**config.mk**
```make
export PLATFORM = sky130hd
export DESIGN_NAME = mem_port_arbiter
export DESIGN_NICKNAME = d
export VERILOG_FILES = /design/src/rtl/mem_port_arbiter.sv
export SDC_FILE = /design/constraint.sdc
export NUM_CORES = 1
export LEC_CHECK = 0
export CELL_PAD_IN_SITES_DETAIL_PLACEMENT = 1
export CELL_PAD_IN_SITES_GLOBAL_PLACEMENT = 1
export CORE_MARGIN = 3
export CORE_UTILIZATION = 25
export CTS_CLUSTER_SIZE = 28
export DETAILED_ROUTE_END_ITERATION = 16
export PLACE_DENSITY = 0.8
export SLEW_MARGIN = 20
export SYNTH_ARGS = -nofsm -noshare
export SYNTH_HDL_FRONTEND = slang
export SYNTH_SLANG_ARGS = --single-unit
```
**constraint.sdc**
```tcl
create_clock -name clk -period 1.4 [get_ports clk]
set_input_delay 0.42 -clock clk [delete_from_list [all_inputs] [get_ports clk]]
set_output_delay 0.42 -clock clk [all_outputs]
set_load 0.01 [all_outputs]
```
**src/rtl/mem_port_arbiter.sv**
```systemverilog
// mem_port_arbiter
// Shares one single-port memory between the instruction-fetch path and the
// load/store path. Only one transaction is in flight at a time. Data requests
// win arbitration, except that after MAXD back-to-back data grants with a
// fetch still waiting, the fetch is served.
//
// Ports
//   clk, rst                 clock and synchronous active-high reset
//   if_req/if_addr           fetch request (held until if_ack)
//   if_ack/if_rvalid/if_rdata fetch accept pulse, data-valid pulse, fetched word
//   d_req/d_we/d_addr/d_wdata data request (held until d_ack)
//   d_ack/d_rvalid/d_rdata    data accept pulse, completion pulse, load word
//   mem_en/mem_we/mem_addr/mem_wdata/mem_rdata  memory macro interface
//   busy                     high whenever a transaction is in progress
module mem_port_arbiter #(
  parameter int WIDTH = 32,
  parameter int LAT   = 2,
  parameter int MAXD  = 4
) (
  input  logic             clk,
  input  logic             rst,
  input  logic             if_req,
  input  logic [WIDTH-1:0] if_addr,
  output logic             if_ack,
  output logic             if_rvalid,
  output logic [WIDTH-1:0] if_rdata,
  input  logic             d_req,
  input  logic             d_we,
  input  logic [WIDTH-1:0] d_addr,
  input  logic [WIDTH-1:0] d_wdata,
  output logic             d_ack,
  output logic             d_rvalid,
  output logic [WIDTH-1:0] d_rdata,
  output logic             mem_en,
  output logic             mem_we,
  output logic [WIDTH-1:0] mem_addr,
  output logic [WIDTH-1:0] mem_wdata,
  input  logic [WIDTH-1:0] mem_rdata,
  output logic             busy
);

  typedef enum logic [1:0] {
    IDLE  = 2'd0,
    ISSUE = 2'd1,
    WAIT  = 2'd2,
    RESP  = 2'd3
  } state_t;

  state_t     state;
  logic [2:0] cnt;       // remaining memory latency cycles
  logic [3:0] scnt;      // consecutive data grants while a fetch waits
  logic       owner_d;   // 1 = current transaction belongs to the data port
  logic       owner_we;  // current transaction is a store

  logic       req_any;
  logic       pick_d;
  logic [3:0] scnt_next;

  // Arbitration decision and starvation counter update for the next grant
  always_comb begin
    req_any   = if_req | d_req;
    pick_d    = d_req & ~(if_req & (scnt == 4'(MAXD)));
    scnt_next = 4'd0;
    // Only a data grant that leaves a fetch waiting advances the guard.
    if (pick_d && if_req) begin
      if (scnt < 4'(MAXD)) begin
        scnt_next = scnt + 4'd1;
      end else begin
        scnt_next = scnt;
      end
    end else begin
      scnt_next = 4'd0;
    end
  end

  // Transaction sequencer with registered outputs
  always_ff @(posedge clk) begin
    if (rst) begin
      state     <= IDLE;
      cnt       <= 3'd0;
      scnt      <= 4'd0;
      owner_d   <= 1'b0;
      owner_we  <= 1'b0;
      if_ack    <= 1'b0;
      if_rvalid <= 1'b0;
      if_rdata  <= '0;
      d_ack     <= 1'b0;
      d_rvalid  <= 1'b0;
      d_rdata   <= '0;
      mem_en    <= 1'b0;
      mem_we    <= 1'b0;
      mem_addr  <= '0;
      mem_wdata <= '0;
      busy      <= 1'b0;
    end else begin
      // Pulses last exactly one cycle unless re-asserted below.
      if_ack    <= 1'b0;
      d_ack     <= 1'b0;
      if_rvalid <= 1'b0;
      d_rvalid  <= 1'b0;
      mem_en    <= 1'b0;
      mem_we    <= 1'b0;
      case (state)
        // RESP arbitrates exactly like IDLE so back-to-back requests
        // go straight to ISSUE without an idle bubble.
        IDLE, RESP: begin
          if (req_any) begin
            state   <= ISSUE;
            busy    <= 1'b1;
            mem_en  <= 1'b1;
            scnt    <= scnt_next;
            owner_d <= pick_d;
            if (pick_d) begin
              owner_we  <= d_we;
              d_ack     <= 1'b1;
              mem_we    <= d_we;
              mem_addr  <= d_addr;
              mem_wdata <= d_wdata;
            end else begin
              owner_we  <= 1'b0;
              if_ack    <= 1'b1;
              mem_addr  <= if_addr;
              mem_wdata <= '0;
            end
          end else begin
            state <= IDLE;
            busy  <= 1'b0;
          end
        end
        ISSUE: begin
          state <= WAIT;
          cnt   <= 3'(LAT);
        end
        WAIT: begin
          cnt <= cnt - 3'd1;
          // cnt==1 marks the cycle in which mem_rdata is valid.
          if (cnt == 3'd1) begin
            state <= RESP;
            if (owner_d) begin
              d_rvalid <= 1'b1;
              if (!owner_we) begin
                d_rdata <= mem_rdata;
              end else begin
                d_rdata <= d_rdata;
              end
            end else begin
              if_rvalid <= 1'b1;
              if_rdata  <= mem_rdata;
            end
          end else begin
            state <= WAIT;
          end
        end
        default: begin
          state <= IDLE;
          busy  <= 1'b0;
        end
      endcase
    end
  end

endmodule
```
# Word level (Yosys, flattened, before mapping)
# Cells that the tools add are included.
[word_totals] word_cells=60 reg_bits=146
[classes] n_bitwise=10 n_eq_ne=6 order_cmp=1 reduce_logical=11 mux=14 n_addsub=2
[ops] operator="$mux 32" count=2
[ops] operator="$mux 1" count=8
[ops] operator="$mux 4" count=2
[ops] operator="$not 1->1" count=7
[ops] operator="$pmux 2 s3" count=1
[ops] operator="$pmux 3 s2" count=1
[ops] operator="$reduce_and 3->1" count=2
[ops] operator="$reduce_or 3->1" count=2
[ops] operator="$add 4x1->4 const B" count=1
[ops] operator="$eq 2x2->1 const B" count=2
[ops] operator="$eq 4x3->1 const B" count=1
[ops] operator="$lt 4x3->1 const B" count=1
[ops] operator="$reduce_and 4->1" count=1
[ops] operator="$reduce_or 2->1" count=2
[ops] operator="$eq 3x1->1 const B" count=1
[ops] operator="$sub 3x1->3 const B" count=1
[ops] operator="$and 1x1->1" count=2
[ops] operator="$eq 2x1->1 const B" count=1
[ops] operator="$logic_not 2->1" count=1
[ops] operator="$ne 2x1->1 const B" count=1
[ops] operator="$reduce_and 2->1" count=1
[ops] operator="$reduce_bool 2->1" count=1
[ops] operator="$logic_and 1x1->1" count=1
[ops] operator="$or 1x1->1" count=1

# Longest topological paths before layout
[depth] word_depth=7 mapped_depth=8 mapped_depth_nobuf=6

# Worst setup path after synthesis
# OpenSTA, ideal clock, no wires.
[synth_timing] path_kind="register to register" startpoint="register state[0]" endpoint="register mem_wdata[24]" stages_incl_launch_ff=9 n_path_buf=3 required_time_ps=1272 path_slack_ps=-145 arrival_time_ps=1417 period_less_slack_ps=1545 cell_sequence="dfxtp_1 > inv_1 > ha_1 > buf_2 > o21ai_2 > buf_2 > buf_2 > a22oi_1 > nor2_1"
[synth_via] elab_chain_len=3
[synth_lines] item="from (decl)" line="49" text="state_t state;"
[synth_lines] item="from (signal assigned)" line="79" text="state <= IDLE;"
[synth_lines] item="from (signal assigned)" line="108" text="state <= ISSUE;"
[synth_lines] item="from (signal assigned)" line="126" text="state <= IDLE;"
[synth_lines] item="$eq 2x2->1 / $logic_not 2->1 (equally long branches)" line="103" text="case (state)"
[synth_lines] item="$reduce_or 2->1 *" line="103"
[synth_lines] item="$reduce_and 2->1 (no source line) *"
[synth_lines] item="to (signal assigned)" line="118" text="mem_wdata <= d_wdata;"
[synth_lines] item="to (decl)" line="37" text="output logic [WIDTH-1:0] mem_wdata,"
# Mark *: on every way between the ends. The rest lies on a longest branch, timed or not.
# A chain may end at the register's enable or synchronous reset.

# Worst setup path in the final report
[layout_timing] startpoint="register cnt[1]" endpoint="register d_rdata[3]"
[layout_via] elab_chain_len=2
[layout_lines] item="from (decl)" line="50" text="logic [2:0] cnt;"
[layout_lines] item="from (signal assigned)" line="132" text="cnt <= 3'(LAT);"
[layout_lines] item="from (signal assigned)" line="135" text="cnt <= cnt - 3'd1;"
[layout_lines] item="$eq 3x1->1" line="137" text="if (cnt == 3'd1) begin"
[layout_lines] item="$reduce_and 4->1 (no source line)"
[layout_lines] item="to (signal assigned)" line="142" text="d_rdata <= mem_rdata;"
[layout_lines] item="to (signal assigned)" line="144" text="d_rdata <= d_rdata;"
[layout_lines] item="to (decl)" line="33" text="output logic [WIDTH-1:0] d_rdata,"
# Every way passes these cells.

==> flow_metrics.py <==
metrics = {
    "outcome": {
        "status": "complete, but fails checks",
        "violations": "setup timing",
    },
    "placement": {
        "place_ws_ns": -0.551,
        "dp_hpwl_mm": 13.7,
        "place_congestion": 0.755,
        "dp_cells": 1172,
        "io_buffers": 267,
    },
    "finish": {
        "area_growth_pct": 87.5,
        "post-route-util_pct": 47.8,
        "layout-drive-gt1-share_pct": 50.7,
        "nFillCells": 2364,
        "fin_nets": 1078,
        "num_antenna_cells": 0,
        "regArea_um2": 2970,
        "multiInputGateArea_um2": 3270,
        "final_cell_count_no_fill": 1228,
    },
    "floorplan": {
        "core_um2": 21100,
        "die_area_um2": 23300,
        "start_util_pct": 25.5,
        "rows": 53,
        "die_w_um": 153,
        "ios": 268,
        "die_y_um": 153,
    },
    "routing": {
        "drc": 0,
        "drt_iter0_drc": 207,
        "postRouteAntennaNets": 0,
        "viasPerCell": 4.82,
        "drt_wl_total_mm": 23.9,
        "firstDrtPassIters": 4,
        "routedWlPerCell_um": 19.5,
        "via_count": 5925,
    },
    "clock_tree": {
        "cts_inserted_buffers": 17,
        "cts_hold_buffers": 0,
        "clkTransAtPathRegs_ns": 0.06,
        "cts_sinks": 146,
        "tritoncts": "yes",
        "clk_path_buf_depth": 2,
        "clk_latency_ns": 0.42,
        "root_buffer": "clkbuf_16",
        "htree_levels": 4,
    },
    "synthesis": {
        "synthCells": 647,
        "yosysTopAreaCell": "dfxtp_1",
        "ys_ff_latch": 146,
        "syn-num-nets": 785,
        "synth_top_area_share_pct": 54.4,
        "ys_async_sr_fraction_pct": 0,
        "synthTopCellsByArea": "dfxtp_1 54%, nand2_1 12%, a21oi_1 9.4%",
        "synth_edf_count": 0,
        "ys_warn_count": 0,
        "synth_cell_types": 31,
        "synth_commonest_cells": "165 x nand2_1, 146 x dfxtp_1, 101 x a21oi_1, 78 x nor2_1, 33 x a22oi_1",
        "syn_area_per_cell_um2": 8.31,
        "synth_area_um2": 5380,
        "ys_seq_area_share_pct": 54.4,
        "yosysMostFrequentCell": "nand2_1",
        "ys.flop_type": "dfxtp_1",
    },
    "power": {
        "power_leakage_nw": 4.30,
        "vdd_drop_max_mv": 0.828,
        "power.switching_mw": 4.37,
        "powerDensity_nw_per_um2": 1350,
        "switching_share_pct": 32.0,
        "clockPowerShare_pct": 35.7,
        "p_seq_share_pct": 35.5,
        "intPower_mw": 9.27,
        "combinationalPowerShare_pct": 28.7,
    },
    "global_route": {
        "grt_max_degree": 42,
        "antenna_found_initial": 0,
        "grt_pass1_wl_mm": 34.3,
        "gr-total-overflow": 0,
        "groute.usage.overall_pct": 18.3,
        "grt_pass1_vias": 6205,
    },
    "timing": {
        "rsz0062_at_grt": "true",
        "setup_viol": 132,
        "slew-limit-headroom_pct": 72.8,
        "finalCritPeriodShare_pct": 112,
        "finalHoldViolCount": 0,
        "setup_tns_ns": -10.35,
        "skew_ns": 0.0147,
        "min_period_ns": 1.56,
        "finalMaxSlewViolations": 0,
        "tightestPinTransition_ns": 0.408,
        "setup_slack_ns": -0.165,
        "holdWs_ns": 0.453,
        "clock.fmax_mhz": 639,
    },
    "setup_path": {
        "cp.required_ns": 1.75,
        "r2r_cells": 9,
        "startpoint_type": "flop",
        "endpoint_kind": "flop",
        "r2r_slack_ns": -0.16,
        "cp.arrival_ns": 1.91,
        "critical_path_class": "flop to flop",
        "path_max_fanout": 8,
    },
    "worst_hold_path": {
        "hold_depth": 4,
        "hp-class": "primary input to flop",
    },
    "run": {
        "cap_violations": 0,
    },
}
==> per-layer routing <==
| layer | track usage [%] | share of wire, % | wire length [um] |
|---|---|---|---|
| met3 | 4.66 | 5.6 | 1330 |
| met4 | 5.39 | 1.8 | 422 |
| met1 | 21.9 | 41 | 9760 |
| met2 | 32.3 | 52 | 12400 |
| met5 | 0 | 0 | 0 |
==> power groups by stage <==
stage | logic, mW | clock network (mW) | registers, mW
after global routing | 4.23 | 5.20 | 4.89
after global placement | 3.25 | 0 | 4.88
final | 3.92 | 4.88 | 4.85
after floorplan | 1.40 | 0 | 5.07
after detailed placement | 3.32 | 0 | 4.90
after CTS | 3.30 | 5.00 | 4.81
==> through the flow <==
step                total power [mW]  area (um2)
floorplan                       6.47        5450
global placement                8.12        8560
detailed placement              8.22        8560
CTS                             13.1        9170
global route                    14.3       10100
finish                          13.6       10100
==> sequential cells by signal, summed over array words and instances, names as in the netlist <==
name	cells
if_rdata	32
mem_addr	32
if_ack	1
mem_en	1
state	2
cnt	3
busy	1
mem_we	1
mem_wdata	32
d_rdata	32
d_ack	1
owner_we	1
owner_d	1
d_rvalid	1
if_rvalid	1
scnt	4
==> timing repair <==
item / in CTS / in global routing
resized for setup: 628 / 242
pin swaps: 35 / 97
endpoints found under the setup margin: 268 / 153
setup buffers: 8 / 6
cloned: 9 / 7
==> placed cells by master (no fill, tap or decap), types with 4 or more instances in the layout <==
| cell type | instances |
|---|---|
| a211oi_1 | 12 |
| a211oi_2 | 20 |
| a21oi_1 | 18 |
| a21oi_2 | 77 |
| a21oi_4 | 6 |
| a22oi_2 | 32 |
| buf_12 | 13 |
| buf_16 | 4 |
| buf_2 | 133 |
| buf_4 | 31 |
| buf_6 | 4 |
| clkbuf_16 | 23 |
| clkdlybuf4s50_1 | 129 |
| dfxtp_1 | 109 |
| dfxtp_2 | 37 |
| inv_1 | 4 |
| inv_2 | 4 |
| inv_6 | 6 |
| nand2_1 | 101 |
| nand2_2 | 17 |
| nand2_4 | 47 |
| nor2_1 | 74 |
==> cell type report <==
class,instances,share of cell area (%)
clock inverter,15,1.94
clock buffer,17,4.22
tap,275,3.41
sequential,146,29.5
multi-input combinational,440,32.4
timing repair buffer,327,28.2
inverter,8,0.298
==> worst max-delay path: stages (launching register included) <==
cell	delay, ns
dfxtp_2	0.33
inv_2	0.08
ha_4	0.13
nand4b_1	0.13
buf_4	0.18
nor2_4	0.17
buf_6	0.14
clkbuf_16	0.18
nand2_4	0.05
a21oi_2	0.13
==> kinds of logic after synthesis <==
| family | share of synthesized area [%] |
|---|---|
| adder cells (fa/ha/maj) | 1.16 |
| multiplexers | 0.372 |
| buffers and inverters | 5.49 |
| AO/OA/AOI/OAI | 19.6 |
| AND/OR/NAND/NOR | 19.0 |
| flip-flops | 54.4 |
==> path summary, 6_finish.rpt <==
check	from	endpoint
max	cnt[1]$_SDFFE_PP0N_	d_rdata[3]$_SDFFE_PP0P_
min	rst	scnt[0]$_SDFFE_PP0P_
max reg2reg	cnt[1]$_SDFFE_PP0N_	d_rdata[3]$_SDFFE_PP0P_
min reg2reg	d_rdata[19]$_SDFFE_PP0P_	d_rdata[19]$_SDFFE_PP0P_
(Power assumes the default switching activity.)
